--- src/rtl/wb_bus_master_if.sv ---
// Bus bundle for wb_bus_master: pipeline memory-port signals on one side,
// classic Wishbone master signals on the other.
// The master modport is the view taken by wb_bus_master.
// The slave modport is the view of whatever drives the pipeline side and
// responds on the bus, such as a test environment.
interface wb_bus_master_if;
   logic        cpu_ce_i;
   logic        cpu_we_i;
   logic [31:0] cpu_addr_i;
   logic [15:0] cpu_select_i;
   logic [3:0]  cpu_sel_i;
   logic [31:0] cpu_data_i;
   logic        cpu_tlb_exc_i;
   logic        stall_i;
   logic        flush_i;
   logic [31:0] cpu_data_o;
   logic        stallreq_o;
   logic        bus_err_o;
   logic [31:0] wb_adr_o;
   logic [31:0] wb_dat_o;
   logic        wb_we_o;
   logic [3:0]  wb_sel_o;
   logic        wb_stb_o;
   logic        wb_cyc_o;
   logic [15:0] wb_slave_o;
   logic [31:0] wb_dat_i;
   logic        wb_ack_i;

   modport master (
      input  cpu_ce_i, cpu_we_i, cpu_addr_i, cpu_select_i, cpu_sel_i,
             cpu_data_i, cpu_tlb_exc_i, stall_i, flush_i, wb_dat_i, wb_ack_i,
      output cpu_data_o, stallreq_o, bus_err_o, wb_adr_o, wb_dat_o, wb_we_o,
             wb_sel_o, wb_stb_o, wb_cyc_o, wb_slave_o
   );

   modport slave (
      output cpu_ce_i, cpu_we_i, cpu_addr_i, cpu_select_i, cpu_sel_i,
             cpu_data_i, cpu_tlb_exc_i, stall_i, flush_i, wb_dat_i, wb_ack_i,
      input  cpu_data_o, stallreq_o, bus_err_o, wb_adr_o, wb_dat_o, wb_we_o,
             wb_sel_o, wb_stb_o, wb_cyc_o, wb_slave_o
   );
endinterface

--- src/rtl/wb_bus_master.sv ---
// wb_bus_master: single-cycle classic Wishbone master for the IF/MEM ports.
// Runs one bus cycle at a time and stalls the pipeline until it completes.
// Handles flush, held pipeline stalls (HOLD), unmapped slaves and
// translation exceptions.
//
// Optional feature:
//   WB_TIMEOUT_EN  When defined, an ack timeout counter aborts a BUSY cycle
//                  after TIMEOUT_CYCLES cycles and pulses bus_err_o.
//                  When undefined, BUSY waits indefinitely and bus_err_o is 0.
module wb_bus_master #(
   parameter int TO_WIDTH       = 8,
   parameter int TIMEOUT_CYCLES = 255
) (
   input logic            clk,
   input logic            rst,
   wb_bus_master_if.master bus
);

   typedef enum logic [1:0] {IDLE, BUSY, HOLD} busState_e;

   busState_e   r_state;
   busState_e   w_nextState;

   logic [31:0] r_wbAdr;
   logic [31:0] r_wbDat;
   logic        r_wbWe;
   logic [3:0]  r_wbSel;
   logic        r_wbStb;
   logic        r_wbCyc;
   logic [15:0] r_wbSlave;
   logic [31:0] r_rdBuf;

   logic        w_start;
   logic        w_timeout;
   logic        w_stallReq;
   logic [31:0] w_cpuData;
   logic        w_busErr;

   // A request may open a bus cycle only if it is mapped, not flushed and
   // did not fault in translation.
   assign w_start = bus.cpu_ce_i && !bus.flush_i && !bus.cpu_tlb_exc_i &&
                    (bus.cpu_select_i != 16'h0000);

`ifdef WB_TIMEOUT_EN
   logic [TO_WIDTH-1:0] r_toCnt;

   // Count BUSY cycles without ack; cleared whenever a new cycle is opened.
   always_ff @(posedge clk) begin
      if (rst) begin
         r_toCnt <= '0;
      end else if (r_state == IDLE && w_start) begin
         r_toCnt <= '0;
      end else if (r_state == BUSY && !bus.wb_ack_i) begin
         r_toCnt <= r_toCnt + TO_WIDTH'(1);
      end
   end

   // The last permitted BUSY cycle is the one where the count equals
   // TIMEOUT_CYCLES-1, so the abort lands after exactly TIMEOUT_CYCLES cycles.
   assign w_timeout = (r_state == BUSY) && !bus.wb_ack_i && !bus.flush_i &&
                      (r_toCnt == TO_WIDTH'(TIMEOUT_CYCLES - 1));
`else
   logic w_unusedCfg;

   assign w_unusedCfg = (TO_WIDTH == TIMEOUT_CYCLES);
   assign w_timeout   = 1'b0;
`endif

   // State register.
   always_ff @(posedge clk) begin
      if (rst) begin
         r_state <= IDLE;
      end else begin
         r_state <= w_nextState;
      end
   end

   // Next-state logic; flush always wins over ack in BUSY and HOLD.
   always_comb begin
      w_nextState = r_state;
      case (r_state)
         IDLE: begin
            if (w_start) begin
               w_nextState = BUSY;
            end
         end
         BUSY: begin
            if (bus.flush_i) begin
               w_nextState = IDLE;
            end else if (bus.wb_ack_i) begin
               w_nextState = bus.stall_i ? HOLD : IDLE;
            end else if (w_timeout) begin
               w_nextState = IDLE;
            end
         end
         HOLD: begin
            if (!bus.stall_i || bus.flush_i) begin
               w_nextState = IDLE;
            end
         end
         default: w_nextState = IDLE;
      endcase
   end

   // Pipeline-facing outputs; read data passes through combinationally in
   // the ack cycle and is replayed from rd_buf while HOLD lasts.
   always_comb begin
      w_stallReq = 1'b0;
      w_cpuData  = '0;
      w_busErr   = 1'b0;
      if (!rst) begin
         case (r_state)
            IDLE: w_stallReq = w_start;
            BUSY: begin
               if (!bus.flush_i) begin
                  if (bus.wb_ack_i) begin
                     w_cpuData = bus.wb_dat_i;
                  end else if (w_timeout) begin
                     w_busErr = 1'b1;
                  end else begin
                     w_stallReq = 1'b1;
                  end
               end
            end
            HOLD:    w_cpuData = r_rdBuf;
            default: w_cpuData = '0;
         endcase
      end
   end

   // Wishbone request registers and read buffer; slave select is cleared
   // together with cyc so it is never seen outside a cycle.
   always_ff @(posedge clk) begin
      if (rst) begin
         r_wbAdr   <= '0;
         r_wbDat   <= '0;
         r_wbWe    <= 1'b0;
         r_wbSel   <= '0;
         r_wbStb   <= 1'b0;
         r_wbCyc   <= 1'b0;
         r_wbSlave <= '0;
         r_rdBuf   <= '0;
      end else begin
         case (r_state)
            IDLE: begin
               if (w_start) begin
                  r_wbAdr   <= bus.cpu_addr_i;
                  r_wbDat   <= bus.cpu_data_i;
                  r_wbWe    <= bus.cpu_we_i;
                  r_wbSel   <= bus.cpu_sel_i;
                  r_wbSlave <= bus.cpu_select_i;
                  r_wbStb   <= 1'b1;
                  r_wbCyc   <= 1'b1;
               end
            end
            BUSY: begin
               if (bus.flush_i || bus.wb_ack_i || w_timeout) begin
                  r_wbStb   <= 1'b0;
                  r_wbCyc   <= 1'b0;
                  r_wbSlave <= '0;
                  if (bus.wb_ack_i && !bus.flush_i) begin
                     r_rdBuf <= bus.wb_dat_i;
                  end
               end
            end
            default: begin
               r_wbStb <= r_wbStb;
            end
         endcase
      end
   end

   assign bus.wb_adr_o   = r_wbAdr;
   assign bus.wb_dat_o   = r_wbDat;
   assign bus.wb_we_o    = r_wbWe;
   assign bus.wb_sel_o   = r_wbSel;
   assign bus.wb_stb_o   = r_wbStb;
   assign bus.wb_cyc_o   = r_wbCyc;
   assign bus.wb_slave_o = r_wbSlave;
   assign bus.cpu_data_o = w_cpuData;
   assign bus.stallreq_o = w_stallReq;
   assign bus.bus_err_o  = w_busErr;

endmodule

--- src/flat_wrapper.sv ---
// flat-port wrapper written by rule: the top's interface ports become plain ports
module wb_bus_master_flat 
#(
   parameter int TO_WIDTH       = 8,
   parameter int TIMEOUT_CYCLES = 255
)
  (clk, rst, bus_cpu_ce_i, bus_cpu_we_i, bus_cpu_addr_i, bus_cpu_select_i, bus_cpu_sel_i, bus_cpu_data_i, bus_cpu_tlb_exc_i, bus_stall_i, bus_flush_i, bus_wb_dat_i, bus_wb_ack_i, bus_cpu_data_o, bus_stallreq_o, bus_bus_err_o, bus_wb_adr_o, bus_wb_dat_o, bus_wb_we_o, bus_wb_sel_o, bus_wb_stb_o, bus_wb_cyc_o, bus_wb_slave_o);
  wb_bus_master_if bus_i ();
  input logic clk;
  input logic rst;
  input wire logic [$bits(bus_i.cpu_ce_i)-1:0] bus_cpu_ce_i;
  input wire logic [$bits(bus_i.cpu_we_i)-1:0] bus_cpu_we_i;
  input wire logic [$bits(bus_i.cpu_addr_i)-1:0] bus_cpu_addr_i;
  input wire logic [$bits(bus_i.cpu_select_i)-1:0] bus_cpu_select_i;
  input wire logic [$bits(bus_i.cpu_sel_i)-1:0] bus_cpu_sel_i;
  input wire logic [$bits(bus_i.cpu_data_i)-1:0] bus_cpu_data_i;
  input wire logic [$bits(bus_i.cpu_tlb_exc_i)-1:0] bus_cpu_tlb_exc_i;
  input wire logic [$bits(bus_i.stall_i)-1:0] bus_stall_i;
  input wire logic [$bits(bus_i.flush_i)-1:0] bus_flush_i;
  input wire logic [$bits(bus_i.wb_dat_i)-1:0] bus_wb_dat_i;
  input wire logic [$bits(bus_i.wb_ack_i)-1:0] bus_wb_ack_i;
  output wire logic [$bits(bus_i.cpu_data_o)-1:0] bus_cpu_data_o;
  output wire logic [$bits(bus_i.stallreq_o)-1:0] bus_stallreq_o;
  output wire logic [$bits(bus_i.bus_err_o)-1:0] bus_bus_err_o;
  output wire logic [$bits(bus_i.wb_adr_o)-1:0] bus_wb_adr_o;
  output wire logic [$bits(bus_i.wb_dat_o)-1:0] bus_wb_dat_o;
  output wire logic [$bits(bus_i.wb_we_o)-1:0] bus_wb_we_o;
  output wire logic [$bits(bus_i.wb_sel_o)-1:0] bus_wb_sel_o;
  output wire logic [$bits(bus_i.wb_stb_o)-1:0] bus_wb_stb_o;
  output wire logic [$bits(bus_i.wb_cyc_o)-1:0] bus_wb_cyc_o;
  output wire logic [$bits(bus_i.wb_slave_o)-1:0] bus_wb_slave_o;
  assign bus_i.cpu_ce_i = bus_cpu_ce_i;
  assign bus_i.cpu_we_i = bus_cpu_we_i;
  assign bus_i.cpu_addr_i = bus_cpu_addr_i;
  assign bus_i.cpu_select_i = bus_cpu_select_i;
  assign bus_i.cpu_sel_i = bus_cpu_sel_i;
  assign bus_i.cpu_data_i = bus_cpu_data_i;
  assign bus_i.cpu_tlb_exc_i = bus_cpu_tlb_exc_i;
  assign bus_i.stall_i = bus_stall_i;
  assign bus_i.flush_i = bus_flush_i;
  assign bus_i.wb_dat_i = bus_wb_dat_i;
  assign bus_i.wb_ack_i = bus_wb_ack_i;
  assign bus_cpu_data_o = bus_i.cpu_data_o;
  assign bus_stallreq_o = bus_i.stallreq_o;
  assign bus_bus_err_o = bus_i.bus_err_o;
  assign bus_wb_adr_o = bus_i.wb_adr_o;
  assign bus_wb_dat_o = bus_i.wb_dat_o;
  assign bus_wb_we_o = bus_i.wb_we_o;
  assign bus_wb_sel_o = bus_i.wb_sel_o;
  assign bus_wb_stb_o = bus_i.wb_stb_o;
  assign bus_wb_cyc_o = bus_i.wb_cyc_o;
  assign bus_wb_slave_o = bus_i.wb_slave_o;
  wb_bus_master #(.TO_WIDTH(TO_WIDTH), .TIMEOUT_CYCLES(TIMEOUT_CYCLES)) u_core (.clk(clk), .rst(rst), .bus(bus_i));
endmodule
--- config.mk ---
export PLATFORM = sky130hd
export DESIGN_NAME = wb_bus_master_flat
export DESIGN_NICKNAME = d
export VERILOG_FILES = /design/src/rtl/wb_bus_master_if.sv /design/src/rtl/wb_bus_master.sv /design/src/flat_wrapper.sv
export SDC_FILE = /design/constraint.sdc
export NUM_CORES = 1
export LEC_CHECK = 0
export BUFFER_PORTS_ARGS = -buffer_cell sky130_fd_sc_hd__buf_4
export CORE_UTILIZATION = 49
export CTS_CLUSTER_DIAMETER = 40
export DETAILED_ROUTE_END_ITERATION = 10
export MAX_ROUTING_LAYER = met4
export PLACE_DENSITY = 0.89
export RECOVER_POWER = 50
export SYNTH_ARGS = -nofsm -noshare
export SYNTH_HDL_FRONTEND = slang
export SYNTH_SLANG_ARGS = --single-unit
--- constraint.sdc ---
create_clock -name clk -period 3.1 [get_ports clk]
set_clock_uncertainty 0.2 [all_clocks]
set_input_delay 0 -clock clk [delete_from_list [all_inputs] [get_ports clk]]
set_output_delay 0 -clock clk [all_outputs]
set_load 0.01 [all_outputs]
==> metrics.txt, run 1 <==
port bufs 243; post-synthesis sequential area ratio 0.499; Synth Area per Inst 7.62 sq um; status aborted with a tool error; #FFs+latches synth 120; dpl cell area 6640 sq um; post-CTS setup buffers 0; GRT Util Overall 0.869; total CTS buffers 17; Crit. endpoint post-GRT repair u_core.bus.wb_adr_o[8]$_SDFFE_PP0P_/D; H-tree Lvls 4; I/O pin count 245; Clock Sinks 120; yosys warns 0; Unique masters post-synth 37; row count 35; cells after synthesis 632; CTS Root Cell clkbuf_8; pre-CTS setup slack 0.603 ns; Top FF cell, synth dfxtp_1; syn nets 760; Log Error [ERROR GRT-0232] Routing congestion too high. Check the congestion heatmap in the GUI.; largest net degree at the start of global routing 71; hpwl dp 10200 microns; Fail Step global routing (5_1_grt); Synth async-reset ratio 0; Mapped Area 4810 sq um; GPL Wtd Cong 0.845; CTS Buffer Depth 2; CTS resizes 0; die width 101 microns; GRT overflow 283; EDFF count, synth 0; cts hold-fix bufs 196; initial core utilization 0.514; Worst End Pin Type register input; Die Y 101 microns
==> cells by family after synthesis <==
group | count (synthesis) | synth area share
buf+inv | 54 | 0.0517
other cells | 1 | 0.000779
compound gates | 167 | 0.190
flops | 120 | 0.499
mux | 1 | 0.00208
simple gates | 285 | 0.246
fa+ha+maj | 4 | 0.0104
==> cells in the mapped netlist, types with 2 or more instances <==
cell,number,area share
nand3b_1,10,0.016
buf_6,2,0.0047
dfxtp_1,120,0.50
nor4_1,2,0.0026
buf_2,15,0.016
nand2b_1,4,0.0052
nand3_1,12,0.012
clkbuf_1,28,0.022
a21oi_1,146,0.15
a22o_1,7,0.013
buf_4,3,0.0047
inv_1,4,0.0031
nand2_1,238,0.19
a221oi_1,6,0.011
ha_1,4,0.010
nor2_1,10,0.0078
==> through the flow <==
stage	hold WS, ns	utilization	std cells
2_1_floorplan	-0.0640	-	632
3_3_place_gp	0.0461	0.708	961
3_5_place_dp	0.0572	0.708	961
4_1_cts	0.0558	0.978	1187
==> routing by layer <==
layer	GRT overflow	track usage
met3	0	0.588
met2	190	1.08
met1	0	0.811
met4	93	1.02
met5	-	-
==> run 2: changes to the inputs <==
--- a/config.mk
+++ b/config.mk
@@ -6,11 +6,9 @@
 export NUM_CORES = 1
 export LEC_CHECK = 0
 export BUFFER_PORTS_ARGS = -buffer_cell sky130_fd_sc_hd__buf_4
-export CORE_UTILIZATION = 49
-export CTS_CLUSTER_DIAMETER = 40
+export CORE_UTILIZATION = 40
 export DETAILED_ROUTE_END_ITERATION = 10
-export MAX_ROUTING_LAYER = met4
-export PLACE_DENSITY = 0.89
+export PLACE_DENSITY_LB_ADDON = 0.15
 export RECOVER_POWER = 50
 export SYNTH_ARGS = -nofsm -noshare
 export SYNTH_HDL_FRONTEND = slang
==> metrics.txt, run 2 <==
status finished, violations left; failing checks design-rule violations; cells after synthesis 632 (unchanged); routed vias 6040; most frequent cell after synthesis nand2_1; drt drc 15; yosys warns 0 (unchanged); layout cells sized above 1 0.196; TritonCTS clock tree yes; Routed Antenna Nets 0; pwr/cell area 486 nW/um^2; Worst IR Drop VDD 0.000290 V; total power 4290 uW; hpwl dp 9870 microns (-3.7%); initial core utilization 0.416 (-0.0974); port bufs 243 (unchanged); Req. time, crit path 3.25 ns; Crit Path Class register to register; minimum clock period 2.98 ns; Worst slew margin 0.550; most used cell, CP dlygate4sd3_1; first-pass GRT wire length 28500 microns; Clock Sinks 120 (unchanged); Die Y 112 microns (+10%); die area 12500 sq um; die width 112 microns (+10%); Yosys top cell by area dfxtp_1; H-tree Lvls 4 (unchanged); most frequent cells in the layout nand2_1 (238), dlygate4sd3_1 (184), buf_4 (162); leading cell type in the layout, fill and taps excluded nand2_1; WL/cell 15.1 microns; Detailed Route WL 18000 microns; number of diodes 0; leak pwr 0.00358 uW; Core ar. 11600 sq um; Via density 5.06; Setup crit start kind register; Worst Hold Class input port to register; GRT Util Overall 0.284; Post-layout nets 1166; share of the synthesized area in the top cell type 0.499 (unchanged); initial DRC count 400; CTS Buffer Depth 2 (unchanged); largest net degree at the start of global routing 71; layout filler cell count 853; Top FF cell, synth dfxtp_1; row count 39 (+11%); initial antenna violation count 0; total CTS buffers 17 (unchanged); WP data arrival 3.13 ns; EDFF count, synth 0 (unchanged); CP bufs+invs 4; drt pass-1 iters 8; CP top delay family buffers and inverters; max-slew violations 0; crit share post-route 0.960; Worst setup EP type register; Slowest-stage cell, CP dlygate4sd3_1; Worst-Margin Slew 0.675 ns; top cells by area, synth dfxtp_1 (50%), nand2_1 (19%), a21oi_1 (15%), clkbuf_1 (2.2%), buf_2 (1.6%); clock slew at reported path FFs 0.06 ns; CP peak stage delay 0.59 ns; CP cell instances inv_1 -> ha_1 -> buf_6 -> a22oi_2 -> o221a_2 -> nand3_1 -> dlygate4sd3_1 -> a21oi_1 -> dlygate4sd3_1; I/O pin count 245 (unchanged); Unique masters post-synth 37 (unchanged); Commonest cells post-synth nand2_1 (238), a21oi_1 (146), dfxtp_1 (120); final setup vio count 0; Sum Neg Setup Slack 0 ns; Synth-to-Final Area Change 83.2%; GPL Wtd Cong 0.767 (-9.2%); Max Cap Viol 0; worst-path fanout max 33; GRT overflow 0; vias in the first global route 6155; #FFs+latches synth 120 (unchanged); Util after Layout 0.763; post-synthesis sequential area ratio 0.499 (unchanged); syn nets 760 (unchanged); fmax 0.336 GHz; RSZ-0062 raised after global routing false; CTS Root Cell clkbuf_16; final hold violations 0; later-pin clock latency in the skew report 0.41 ns; Synth async-reset ratio 0 (unchanged); Synth Area per Inst 7.62 sq um (unchanged); Mapped Area 4810 sq um (unchanged)
[run 2: cell counts after synthesis]
Identical to the previous run, type by type.
[run 2: logic make-up after synthesis]
logic type,after synthesis,share of synthesized area
buffers and inverters,54,0.0517
AOI/OAI and AO/OA,167,0.190
DFF,120,0.499
other,1,0.000779
adders and majority gates,4,0.0104
and+or+nand+nor,285,0.246
muxes,1,0.00208
[run 2: tightest hold or removal path, cell delays in order]
cell	delay (ns)
buf_4	0.08
or3b_4	0.14
a21oi_1	0.06
a21boi_4	0.14
buf_12	0.14
nand3b_1	0.08
a21oi_1	0.07
[run 2: what timing repair did]
action | CTS | global route
endpoints found under the hold margin | 119 | 0
resized for setup | 0 | 4
setup endpoints to repair | 0 | 18
hold buffers | 184 | 0
buffers inserted | 0 | 3
[run 2: worst paths after layout]
kind / startpoint / end / slack, ns / cells past startpoint
max: u_core.r_state[0]$_SDFFE_PP0P_ / u_core.r_state[1]$_SDFFE_PP0P_ / 0.12 / 9
min: bus_cpu_tlb_exc_i / u_core.bus.wb_slave_o[7]$_SDFFE_PP0P_ / 0.17 / 7
max reg2reg: u_core.r_state[0]$_SDFFE_PP0P_ / u_core.r_state[1]$_SDFFE_PP0P_ / 0.12 / 9
min reg2reg: u_core.bus.wb_dat_o[4]$_SDFFE_PP0P_ / u_core.bus.wb_dat_o[4]$_SDFFE_PP0P_ / 0.26 / 2
[run 2: cell type report]
class / count / area, sq um / share of cell area
repair buffers: 437 / 3450 / 0.391
flip-flops and latches: 120 / 2400 / 0.272
multi-input cells: 458 / 2180 / 0.248
clock buffers: 21 / 470 / 0.0533
well taps: 143 / 179 / 0.0203
clock inverters: 11 / 123 / 0.0139
inverters: 4 / 15.0 / 0.00170
[run 2: where the power goes]
| group | internal, uW | switching, uW | leakage, uW | total [uW] |
|---|---|---|---|---|
| combinational | 362 | 320 | 0.00233 | 682 |
| sequential | 1610 | 37.4 | 0.000973 | 1650 |
| clock | 1240 | 715 | 0.000281 | 1960 |
[run 2: per-layer routing]
metal	vias up	global-route usage	wire, microns	part of all wire
li1	2908	-	-	-
met1	2845	0.305	7050	0.39
met2	233	0.517	9250	0.51
met3	54	0.0697	1130	0.062
met4	0	0.141	614	0.034
met5	-	0	0	0
[run 2: stage by stage]
stage / hold WS, ns / worst slack [ns] / instance area (sq um) / cells
finish: 0.171 / 0.123 / 8820 / 1194
global route: 0.187 / 0.00413 / 8820 / 1194
CTS: 0.156 / 0.0360 / 9090 / 1191
detailed placement: 0.0576 / 0.556 / 6660 / 975
global placement: 0.0469 / 0.768 / 6660 / 975
floorplan: -0.0640 / 1.21 / 4810 / 632
(Power assumes the default switching activity.)
==> run 3: changes to the inputs <==
--- a/config.mk
+++ b/config.mk
@@ -6,7 +6,8 @@
 export NUM_CORES = 1
 export LEC_CHECK = 0
 export BUFFER_PORTS_ARGS = -buffer_cell sky130_fd_sc_hd__buf_4
-export CORE_UTILIZATION = 40
+export CORE_ASPECT_RATIO = 2
+export CORE_UTILIZATION = 45
 export DETAILED_ROUTE_END_ITERATION = 10
 export PLACE_DENSITY_LB_ADDON = 0.15
 export RECOVER_POWER = 50
==> constraint.sdc (replaced) <==
create_clock -name clk -period 3 [get_ports clk]
set_clock_uncertainty 0.2 [all_clocks]
set_input_delay 0 -clock clk [delete_from_list [all_inputs] [get_ports clk]]
set_output_delay 0 -clock clk [all_outputs]
set_load 0.01 [all_outputs]
==> metrics.txt, run 3 (same netlist as run 2, synthesis figures left out) <==
fmax 0.350 GHz; routed vias 6343 (+5.0%); Clock Sinks 120 (unchanged); drt drc 0 (-15); worst-path fanout max 6 (-82%); GRT overflow 0 (unchanged); Worst IR Drop VDD 0.000455 V (+57%); Via density 5.38 (+6.4%); largest net degree at the start of global routing 76 (+7.0%); Max Cap Viol 0 (unchanged); Detailed Route WL 20200 microns (+12%); final setup vio count 0 (unchanged); Sum Neg Setup Slack 0 ns (unchanged); Worst slew margin 0.453 (-0.0971); pwr/cell area 510 nW/um^2 (+5.0%); initial antenna violation count 2 (+2); most frequent cells in the layout nand2_1 (238), dlygate4sd3_1 (177), buf_4 (162); most used cell, CP dlygate4sd3_1; Routed Antenna Nets 0 (unchanged); clock slew at reported path FFs 0.05 ns (about the same); CTS Buffer Depth 2 (unchanged); Core ar. 10500 sq um (-9.4%); Synth-to-Final Area Change 81.6%; GRT Util Overall 0.369 (+0.0851); leading cell type in the layout, fill and taps excluded nand2_1; CP cell instances dlygate4sd3_1 -> buf_4 -> nor4_4 -> nand2_1 -> o221a_2 -> nand3_1 -> dlygate4sd3_1 -> a21oi_1 -> dlygate4sd3_1; Design Area, Final 8740 sq um (-0.88%); CTS Root Cell clkbuf_16; Worst Hold Class input port to register; vias in the first global route 6853 (+11%); first-pass GRT wire length 31400 microns (+10%); leak pwr 0.00353 uW (-1.4%); CP peak stage delay 0.58 ns (about the same); minimum clock period 2.86 ns; crit share post-route 0.953; TritonCTS clock tree yes; status finished clean; Worst setup EP type register; later-pin clock latency in the skew report 0.40 ns (about the same); I/O pin count 245 (unchanged); total CTS buffers 17 (unchanged); Crit Path Class input port to register; H-tree Lvls 4 (unchanged); initial core utilization 0.459 (+0.0432); Setup crit start kind input port; port bufs 243 (unchanged); die area 11100 sq um (-11%); Slowest-stage cell, CP dlygate4sd3_1; row count 53 (+36%); Worst-Margin Slew 0.821 ns (+0.146 ns); dpl cell area 6660 sq um (unchanged); die width 75.1 microns (-33%); GPL Wtd Cong 0.817 (+6.5%); layout cells sized above 1 0.199 (+0.00303); WP data arrival 2.95 ns (-0.18 ns); Req. time, crit path 3.09 ns (-0.16 ns); final hold violations 0 (unchanged); drt pass-1 iters 5 (-3); max-slew violations 0 (unchanged); initial DRC count 415 (+3.8%); WL/cell 17.2 microns (+14%); Die Y 148 microns (+33%); Post-layout nets 1158 (-0.69%); total power 4460 uW (+4.1%); hpwl dp 10300 microns (+4.8%)
run 3: changes by cell type in the layout (fill, tap and decap cells not counted), moves of 3 or more:
cell and change:
a21oi_2 +3, a21oi_1 -3, clkinvlp_4 -3, dlygate4sd3_1 -7
run 3: critical path, delay by kind of cell:
family,cells,cell delay [ns]
AOI/OAI and AO/OA,2,0.36
buffers and inverters,4,1.82
and+or+nand+nor,3,0.77
run 3: path summary, 6_finish.rpt:
check	cells past startpoint	start	end	slack [ns]
worst max-delay path	9	bus_cpu_select_i[3]	u_core.r_state[1]$_SDFFE_PP0P_	0.14
worst min-delay path	7	bus_cpu_tlb_exc_i	u_core.r_state[0]$_SDFFE_PP0P_	0.15
worst max register to register	9	u_core.r_state[0]$_SDFFE_PP0P_	u_core.r_state[1]$_SDFFE_PP0P_	0.17
worst min register to register	2	u_core.bus.wb_dat_o[2]$_SDFFE_PP0P_	u_core.bus.wb_dat_o[2]$_SDFFE_PP0P_	0.26
run 3: power by group:
| part | switching [uW] | internal [uW] | leakage (uW) |
|---|---|---|---|
| combinational | 347 | 366 | 0.00227 |
| sequential | 43.6 | 1660 | 0.000973 |
| clock | 712 | 1330 | 0.000287 |
| total | 1100 | 3360 | 0.00353 |
run 3: timing repair:
item / in CTS / in global routing
setup endpoints to repair: 0 / 28
hold buffers: 177 / 0
gates resized for setup: 0 / 11
hold endpoints to repair: 119 / 0
buffers inserted: 0 / 1
run 3: area by class of cell:
type                       count  area [sq um]
antenna                        1          2.50
clock buffer                  20           457
clock inverter                 9           126
fill                         656          1740
inverter                       4          15.0
multi-input combinational    458          2210
sequential                   120          2400
tap                          137           171
timing repair buffer         429          3360
run 3: per-stage QoR:
step | hold slack, ns | utilization | setup WS (ns) | instances
2_1_floorplan | -0.0640 | - | 1.11 | 632
3_3_place_gp | 0.0460 | 0.635 | 0.730 | 970
3_5_place_dp | 0.0543 | 0.635 | 0.477 | 970
4_1_cts | 0.0303 | 0.860 | 0.0875 | 1176
5_1_grt | 0.205 | 0.834 | -0.0187 | 1178
6_report | 0.154 | 0.834 | 0.141 | 1178
run 3: metal layers:
| layer | track usage | part of all wire | wire (microns) | up-vias |
|---|---|---|---|---|
| met2 | 0.662 | 0.54 | 11000 | 363 |
| met5 | 0 | 0 | 0 | - |
| met3 | 0.111 | 0.067 | 1350 | 111 |
| li1 | - | - | - | 2887 |
| met4 | 0.237 | 0.056 | 1140 | 0 |
| met1 | 0.347 | 0.33 | 6780 | 2982 |
==> run 4: changes to the inputs <==
--- a/config.mk
+++ b/config.mk
@@ -5,10 +5,10 @@
 export SDC_FILE = /design/constraint.sdc
 export NUM_CORES = 1
 export LEC_CHECK = 0
-export BUFFER_PORTS_ARGS = -buffer_cell sky130_fd_sc_hd__buf_4
-export CORE_ASPECT_RATIO = 2
-export CORE_UTILIZATION = 45
+export CORE_AREA = 2 2 94 96
 export DETAILED_ROUTE_END_ITERATION = 10
+export DIE_AREA = 0 0 96 98
+export DONT_BUFFER_PORTS = 1
 export PLACE_DENSITY_LB_ADDON = 0.15
 export RECOVER_POWER = 50
 export SYNTH_ARGS = -nofsm -noshare
==> metrics.txt, run 4 <==
Top FF cell, synth dfxtp_1; Die Y 98 microns (-34%); EDFF count, synth 0 (unchanged); top cells by area, synth dfxtp_1 (50%), nand2_1 (19%), a21oi_1 (15%), clkbuf_1 (2.2%), buf_2 (1.6%); port bufs 0 (-100%); I/O pin count 245 (unchanged); syn nets 760 (unchanged); status aborted with a tool error; GPL Wtd Cong 0.813 (-0.57%); Commonest cells post-synth nand2_1 (238), a21oi_1 (146), dfxtp_1 (120); Log Error [ERROR RSZ-0060] Max buffer count reached.; Fail Step clock tree synthesis (4_1_cts); hpwl dp 8270 microns (-20%); initial core utilization 0.569 (+0.109); total CTS buffers 17 (unchanged); Synth Area per Inst 7.62 sq um (unchanged); #FFs+latches synth 120 (unchanged); Clock Sinks 120 (unchanged); row count 34 (-36%); cts hold-fix bufs 147 (-17%); CTS Root Cell clkbuf_8; H-tree Lvls 4 (unchanged); Yosys top cell by area dfxtp_1; CTS resizes 0 (unchanged); post-CTS setup buffers 0 (unchanged); die width 96 microns (+28%); yosys warns 0 (unchanged); Unique masters post-synth 37 (unchanged); Mapped Area 4810 sq um (unchanged); share of the synthesized area in the top cell type 0.499 (unchanged); cells after synthesis 632 (unchanged); CTS Buffer Depth 2 (unchanged); post-synthesis sequential area ratio 0.499 (unchanged); most frequent cell after synthesis nand2_1; Synth async-reset ratio 0 (unchanged)
-- run 4: cell counts after synthesis --
No cell type changed its count.
-- run 4: stage by stage --
step	worst slack, ns	instance area (sq um)	std cells	hold slack, ns
after floorplan	1.11	4810	632	-0.0640
after global placement	0.680	4790	696	-0.125
after detailed placement	0.528	4790	696	-0.129
-- run 4: cells by family after synthesis --
group	count (synthesis)	synth area share
AOI/OAI and AO/OA	167	0.190
adders and majority gates	4	0.0104
buffers and inverters	54	0.0517
DFF	120	0.499
muxes	1	0.00208
other	1	0.000779
and+or+nand+nor	285	0.246
